$ cat src/rtl/fill_dma_arbiter_if.sv
// CPU-side memory-map bus plus fill-engine status, shared between the CPU
// and the word-fill engine arbiter.
interface fill_dma_arbiter_if;
    // Request semantics: the CPU owns the bus in any cycle where cpu_we or
    // cpu_re is high. There is no ready/stall back to the CPU. The engine
    // only issues a store (mem_we=1) in cycles where the CPU makes no request.
    logic [31:0] cpu_addr;
    logic [31:0] cpu_wrdata;
    logic [2:0]  cpu_memop;
    logic        cpu_we;
    logic        cpu_re;
    logic [31:0] mem_addr;
    logic [31:0] mem_wrdata;
    logic [2:0]  mem_memop;
    logic        mem_we;
    logic        fill_sel;
    logic [31:0] fill_rddata;
    logic        fill_busy;
    logic        fill_done;
    logic [1:0]  dbg_state;

    modport master (
        output cpu_addr, cpu_wrdata, cpu_memop, cpu_we, cpu_re,
        input  mem_addr, mem_wrdata, mem_memop, mem_we,
        input  fill_sel, fill_rddata, fill_busy, fill_done, dbg_state
    );

    modport slave (
        input  cpu_addr, cpu_wrdata, cpu_memop, cpu_we, cpu_re,
        output mem_addr, mem_wrdata, mem_memop, mem_we,
        output fill_sel, fill_rddata, fill_busy, fill_done, dbg_state
    );
endinterface

$ cat src/rtl/fill_dma_arbiter.sv
// Shares the memory-map CPU port between the CPU and a constant-word fill
// engine; the CPU always wins, the engine stores only in idle bus cycles.
module fill_dma_arbiter #(
    parameter logic [31:0] FILL_BASE  = 32'h00830000,
    parameter logic [2:0]  WORD_MEMOP = 3'b010
) (
    input logic               clk,
    input logic               rst,
    fill_dma_arbiter_if.slave bus
);
    typedef enum logic [1:0] {IDLE = 2'd0, RUN = 2'd1, DONE = 2'd2} state_t;

    state_t      state, state_next;
    logic [31:0] dst, count, data, cur_addr, remaining;
    logic        done_sticky;
    logic [15:0] off;
    logic        cpu_req, granted, busy, cfg_wr, start_wr, abort_wr;

    assign off          = bus.cpu_addr[15:0];
    assign bus.fill_sel = (bus.cpu_addr & 32'hFFFF0000) == FILL_BASE;
    assign cpu_req      = bus.cpu_we | bus.cpu_re;
    assign busy         = (state == RUN);
    assign granted      = busy && !cpu_req;
    assign cfg_wr       = bus.cpu_we && bus.fill_sel;
    assign start_wr     = cfg_wr && (off == 16'h000C) && bus.cpu_wrdata[0];
    assign abort_wr     = cfg_wr && (off == 16'h000C) && bus.cpu_wrdata[1];

    assign bus.fill_busy = busy;
    assign bus.fill_done = (state == DONE);
    assign bus.dbg_state = state;

    always_ff @(posedge clk or posedge rst) begin
        if (rst) state <= IDLE;
        else     state <= state_next;
    end

    always_comb begin
        state_next = state;
        case (state)
            IDLE: if (start_wr) state_next = (count == 32'd0) ? DONE : RUN;
            // abort_wr implies cpu_we, so it never coincides with a granted store
            RUN: begin
                if (abort_wr)                               state_next = DONE;
                else if (granted && remaining == 32'd1)     state_next = DONE;
            end
            DONE:    state_next = IDLE;
            default: state_next = IDLE;
        endcase
    end

    always_ff @(posedge clk or posedge rst) begin
        if (rst) begin
            dst         <= '0;
            count       <= '0;
            data        <= '0;
            cur_addr    <= '0;
            remaining   <= '0;
            done_sticky <= 1'b0;
        end else begin
            if (cfg_wr && !busy) begin
                case (off)
                    16'h0000: dst   <= {bus.cpu_wrdata[31:2], 2'b00};
                    16'h0004: count <= bus.cpu_wrdata;
                    16'h0008: data  <= bus.cpu_wrdata;
                    default:  ;
                endcase
            end
            case (state)
                IDLE: if (start_wr) begin
                    cur_addr    <= dst;
                    remaining   <= count;
                    done_sticky <= 1'b0;
                end
                RUN: if (granted) begin
                    cur_addr  <= cur_addr + 32'd4;
                    remaining <= remaining - 32'd1;
                end
                DONE:    done_sticky <= 1'b1;
                default: ;
            endcase
        end
    end

    always_comb begin
        bus.fill_rddata = '0;
        if (bus.fill_sel) begin
            case (off)
                16'h0000: bus.fill_rddata = dst;
                16'h0004: bus.fill_rddata = count;
                16'h0008: bus.fill_rddata = data;
                16'h000C: bus.fill_rddata = {30'b0, done_sticky, busy};
                default:  bus.fill_rddata = '0;
            endcase
        end
    end

    // Config-window stores are swallowed here so they never reach memory_map.
    always_comb begin
        if (granted) begin
            bus.mem_addr   = cur_addr;
            bus.mem_wrdata = data;
            bus.mem_memop  = WORD_MEMOP;
            bus.mem_we     = 1'b1;
        end else begin
            bus.mem_addr   = bus.cpu_addr;
            bus.mem_wrdata = bus.cpu_wrdata;
            bus.mem_memop  = bus.cpu_memop;
            bus.mem_we     = bus.cpu_we && !bus.fill_sel;
        end
    end
endmodule

$ cat src/flat_wrapper.sv
// flat-port wrapper written by rule: the top's interface ports become plain ports
module fill_dma_arbiter_flat 
#(
    parameter logic [31:0] FILL_BASE  = 32'h00830000,
    parameter logic [2:0]  WORD_MEMOP = 3'b010
)
  (clk, rst, bus_cpu_addr, bus_cpu_wrdata, bus_cpu_memop, bus_cpu_we, bus_cpu_re, bus_mem_addr, bus_mem_wrdata, bus_mem_memop, bus_mem_we, bus_fill_sel, bus_fill_rddata, bus_fill_busy, bus_fill_done, bus_dbg_state);
  fill_dma_arbiter_if bus_i ();
  input logic clk;
  input logic rst;
  input wire logic [$bits(bus_i.cpu_addr)-1:0] bus_cpu_addr;
  input wire logic [$bits(bus_i.cpu_wrdata)-1:0] bus_cpu_wrdata;
  input wire logic [$bits(bus_i.cpu_memop)-1:0] bus_cpu_memop;
  input wire logic [$bits(bus_i.cpu_we)-1:0] bus_cpu_we;
  input wire logic [$bits(bus_i.cpu_re)-1:0] bus_cpu_re;
  output wire logic [$bits(bus_i.mem_addr)-1:0] bus_mem_addr;
  output wire logic [$bits(bus_i.mem_wrdata)-1:0] bus_mem_wrdata;
  output wire logic [$bits(bus_i.mem_memop)-1:0] bus_mem_memop;
  output wire logic [$bits(bus_i.mem_we)-1:0] bus_mem_we;
  output wire logic [$bits(bus_i.fill_sel)-1:0] bus_fill_sel;
  output wire logic [$bits(bus_i.fill_rddata)-1:0] bus_fill_rddata;
  output wire logic [$bits(bus_i.fill_busy)-1:0] bus_fill_busy;
  output wire logic [$bits(bus_i.fill_done)-1:0] bus_fill_done;
  output wire logic [$bits(bus_i.dbg_state)-1:0] bus_dbg_state;
  assign bus_i.cpu_addr = bus_cpu_addr;
  assign bus_i.cpu_wrdata = bus_cpu_wrdata;
  assign bus_i.cpu_memop = bus_cpu_memop;
  assign bus_i.cpu_we = bus_cpu_we;
  assign bus_i.cpu_re = bus_cpu_re;
  assign bus_mem_addr = bus_i.mem_addr;
  assign bus_mem_wrdata = bus_i.mem_wrdata;
  assign bus_mem_memop = bus_i.mem_memop;
  assign bus_mem_we = bus_i.mem_we;
  assign bus_fill_sel = bus_i.fill_sel;
  assign bus_fill_rddata = bus_i.fill_rddata;
  assign bus_fill_busy = bus_i.fill_busy;
  assign bus_fill_done = bus_i.fill_done;
  assign bus_dbg_state = bus_i.dbg_state;
  fill_dma_arbiter #(.FILL_BASE(FILL_BASE), .WORD_MEMOP(WORD_MEMOP)) u_core (.clk(clk), .rst(rst), .bus(bus_i));
endmodule
$ cat config.mk
export PLATFORM = sky130hd
export DESIGN_NAME = fill_dma_arbiter_flat
export DESIGN_NICKNAME = d
export VERILOG_FILES = /design/src/rtl/fill_dma_arbiter_if.sv /design/src/rtl/fill_dma_arbiter.sv /design/src/flat_wrapper.sv
export SDC_FILE = /design/constraint.sdc
export NUM_CORES = 1
export LEC_CHECK = 0
export ABC_AREA = 0
export BUFFER_PORTS_ARGS = -buffer_cell sky130_fd_sc_hd__buf_2
export CAP_MARGIN = 20
export CORE_MARGIN = 2
export CORE_UTILIZATION = 61
export DETAILED_ROUTE_END_ITERATION = 12
export HOLD_SLACK_MARGIN = 0.1
export PLACE_DENSITY_LB_ADDON = 0.05
export SYNTH_ARGS = -nofsm -noshare
export SYNTH_HDL_FRONTEND = slang
export SYNTH_SLANG_ARGS = --single-unit
$ cat constraint.sdc
create_clock -name clk -period 18.7 [get_ports clk]
set_input_delay 5.61 -clock clk [delete_from_list [all_inputs] [get_ports clk]]
set_output_delay 5.61 -clock clk [all_outputs]
set_load 0.005 [all_outputs]
==> reports/qor.txt <==
Syn Area/Cell: 8.695 um^2
Maximum root-to-sink buffer count: 2
Hold depth: 1
Uppermost layer routed: met4
Worst Hold Class: register to register
Cell taking the most area after synthesis: dfrtp_1
Largest net degree at the start of global routing: 102
Cell variety after synth: 51
Critical Path RT: 13.09 ns
Initial antenna violation count: 0
Cell area after layout: 10950 um^2
Total GRT Usage: 35.66%
Vias in the first global route: 8183
Die height: 128.0 um
First-pass GRT wire length: 45440 um
Synthesized flop and latch total: 159
Top cell type's share of synthesized area: 42.45%
Fillers: 1191
Post-DP HPWL: 19340 um
Fin. Hold Viols: 0
Crit Path Class: input pin to primary output
Post-synth ARST share: 100.0%
Initial DRC Count: 1189
Fin crit period: 13.10 ns
Synthesized instance count: 1078
Crit-path max FO: 61
Unrepaired setup endpoints after global routing: no
Pwr Density: 83.99 nW/um^2
Starting density of the core: 62.11%
Global route overflow: 0
IO Port Bufs: 175
Drt first pass iters: 6
Max Cap Violations: 0
Chip width: 128.0 um
DRC: 0
Slew @ Worst Pin: 1.099 ns
Antenna viol nets, final: 0
Critical Path AT: 7.49 ns
Total clock sinks: 159
Die area: 16370 um^2
Worst VDD drop: 0.07298 mV
Synth Net Count: 1152
Yosys warns: 0
Worst skew pair latency: 0.43 ns
Crit path launch type: input pin
R2r worst-path depth: 5
Rel. slew slack: 26.76%
Slew Viols, Final: 0
Worst Skew: 0.007510 ns
Core footprint: 15090 um^2
Synth area leaders: dfrtp_1 42%, mux2_2 12%, nand2_1 8.5%, nor2_1 4.2%, a21oi_1 4.0%
Post-Route WL: 28960 um
Vias per cell: 6.490
Clock transition at the registers of the reported paths: 0.07 ns
Met3 wire length: 3217 um
Fmax: 76.36 MHz
ANT cells: 0
Crit end category: primary output
CTS tree: yes
Row count: 45
Post-CTS Hold Fix Bufs: 0
DR WL/cell: 20.57 um
Tcrit/Tclk final: 70.03%
DR WL met2: 12810 um
Sequential element share of the synthesized area: 42.45%
Status: complete, no violations
Setup_tns: 0 ns
Pleak: 5.407 nW
# Post-CTS Setup Buffers: 0
Number of enable flip-flop cells after synthesis: 0
Share of layout cells above drive strength 1: 27.54%
Max H-tree Level: 4
Io pins: 176
Area of the multi-input gates: 5047 um^2
Root Driver: clkbuf_16
Synthesized area: 9373 um^2
Fin nets: 1281
Top FF cell, synth: dfrtp_1
Routability Congestion: 0.9010
Final setup viols: 0
DR vias: 9138
Cts repair resizes: 0
CTS buffer count: 17
P&R area growth vs syn: 16.85%
Metal1 wirelength: 12560 um
Placed Area: 10310 um^2
Reg area: 3979 um^2
-- cells in the final DEF (no fill, tap or decap), drive strengths merged, types with 4 or more instances in the layout --
| cell | instances |
|---|---|
| mux2i | 30 |
| mux2 | 96 |
| nor2b | 8 |
| clkinv | 6 |
| nand2 | 211 |
| and3 | 6 |
| nand2b | 4 |
| or3 | 5 |
| o22a | 18 |
| nand3 | 26 |
| buf | 192 |
| a31oi | 30 |
| nor3 | 21 |
| a2bb2oi | 13 |
| nor2 | 106 |
| a41oi | 6 |
| nor4 | 31 |
| inv | 21 |
| a22oi | 20 |
| o21ai | 25 |
| o211ai | 6 |
| clkbuf | 18 |
| or4 | 8 |
| dfrtp | 159 |
| a21oi | 75 |
| o22ai | 24 |
| nand4 | 8 |
| o311a | 4 |
| o2bb2a | 8 |
-- through the flow --
step | worst slack (ns) | instances | util, % | total power [mW] | hold WS, ns
final | 5.604 | 1408 | 72.58 | 0.9198 | 0.5372
after global routing | 5.484 | 1408 | 72.58 | 0.9573 | 0.5350
after CTS | 5.378 | 1406 | 72.30 | 0.9191 | 0.5238
after detailed placement | 5.390 | 1374 | 68.36 | 0.5685 | 0.5019
after global placement | 5.483 | 1374 | 68.36 | 0.5645 | 0.4989
after floorplan | 6.278 | 1078 | - | 0.5112 | 0.4725
-- synthesized netlist by cell type, types with 2 or more instances --
master	n
or3_1	5
a21oi_1	75
and2_1	3
a41oi_1	6
a2bb2oi_1	12
and4_1	2
o311a_1	4
a22oi_1	19
dfrtp_1	159
nor3_1	21
nand2b_1	4
buf_1	11
and3_1	6
nor4b_1	3
a31o_2	2
o211ai_1	6
or4_1	7
o21ai_0	25
o31ai_1	2
a311oi_1	2
nand3_1	26
a31oi_1	30
mux2i_1	30
a211oi_1	3
nand2_1	211
mux2_2	96
clkbuf_1	69
ha_1	3
nor2b_1	8
o2bb2a_1	8
inv_1	16
nor2_1	106
a22o_1	3
nor4_1	31
o22a_1	18
o22ai_1	24
nand4_1	8
-- power breakdown --
group / internal [mW] / leakage [nW] / switching [mW]
registers: 0.381 / 2.08 / 0.0498
logic: 0.0598 / 3.03 / 0.0767
clock network: 0.203 / 0.293 / 0.150
-- area by class of cell --
cell class / count / area share, %
repair buffers: 192 / 9.414
well taps: 188 / 2.148
clock inverters: 14 / 1.417
multi-input cells: 821 / 46.09
inverters: 16 / 0.5941
clock buffers: 18 / 4.010
flip-flops and latches: 159 / 36.33
-- routing by layer --
metal / vias to the layer above / GRT usage, %
li1: 4165 / -
met5: - / 0
met1: 4441 / 55.10
met3: 40 / 9.057
met4: 0 / 7.951
met2: 492 / 50.64
-- registers in the layout (all words and copies together) (netlist names) --
signal	count
u_core.bus.dbg_state	2
u_core.remaining	32
u_core.done_sticky	1
u_core.count	32
u_core.dst	30
u_core.data	32
u_core.cur_addr	30
-- critical path: stages --
cell and delay, ns:
buf_2 0.16, or3_4 0.58, buf_4 0.67, nand2_1 0.19, o21ai_0 0.12, buf_2 0.14
-- final timing paths --
path	from	to	slack [ns]
max in group asynchronous	rst	u_core.remaining[17]$_DFFE_PP0P_	11.96
worst max-delay path	bus_cpu_we	bus_mem_addr[14]	5.60
min in group asynchronous	rst	u_core.cur_addr[9]$_DFFE_PP0P_	5.34
worst max register to register	u_core.remaining[4]$_DFFE_PP0P_	u_core.remaining[25]$_DFFE_PP0P_	15.83
worst min register to register	u_core.data[23]$_DFFE_PP0P_	u_core.data[23]$_DFFE_PP0P_	0.54
worst min-delay path	u_core.data[23]$_DFFE_PP0P_	u_core.data[23]$_DFFE_PP0P_	0.54
-- logic make-up (layout without fill, tap and decap cells) --
| group | count (synthesis) | in the layout | synth area share, % |
|---|---|---|---|
| fa+ha+maj | 3 | 3 | 0.4005 |
| compound gates | 246 | 246 | 17.42 |
| flops | 159 | 159 | 42.45 |
| simple gates | 446 | 446 | 21.04 |
| buf+inv | 98 | 240 | 3.951 |
| mux | 126 | 126 | 14.74 |
Note: power is estimated with default switching activity, not from simulation.
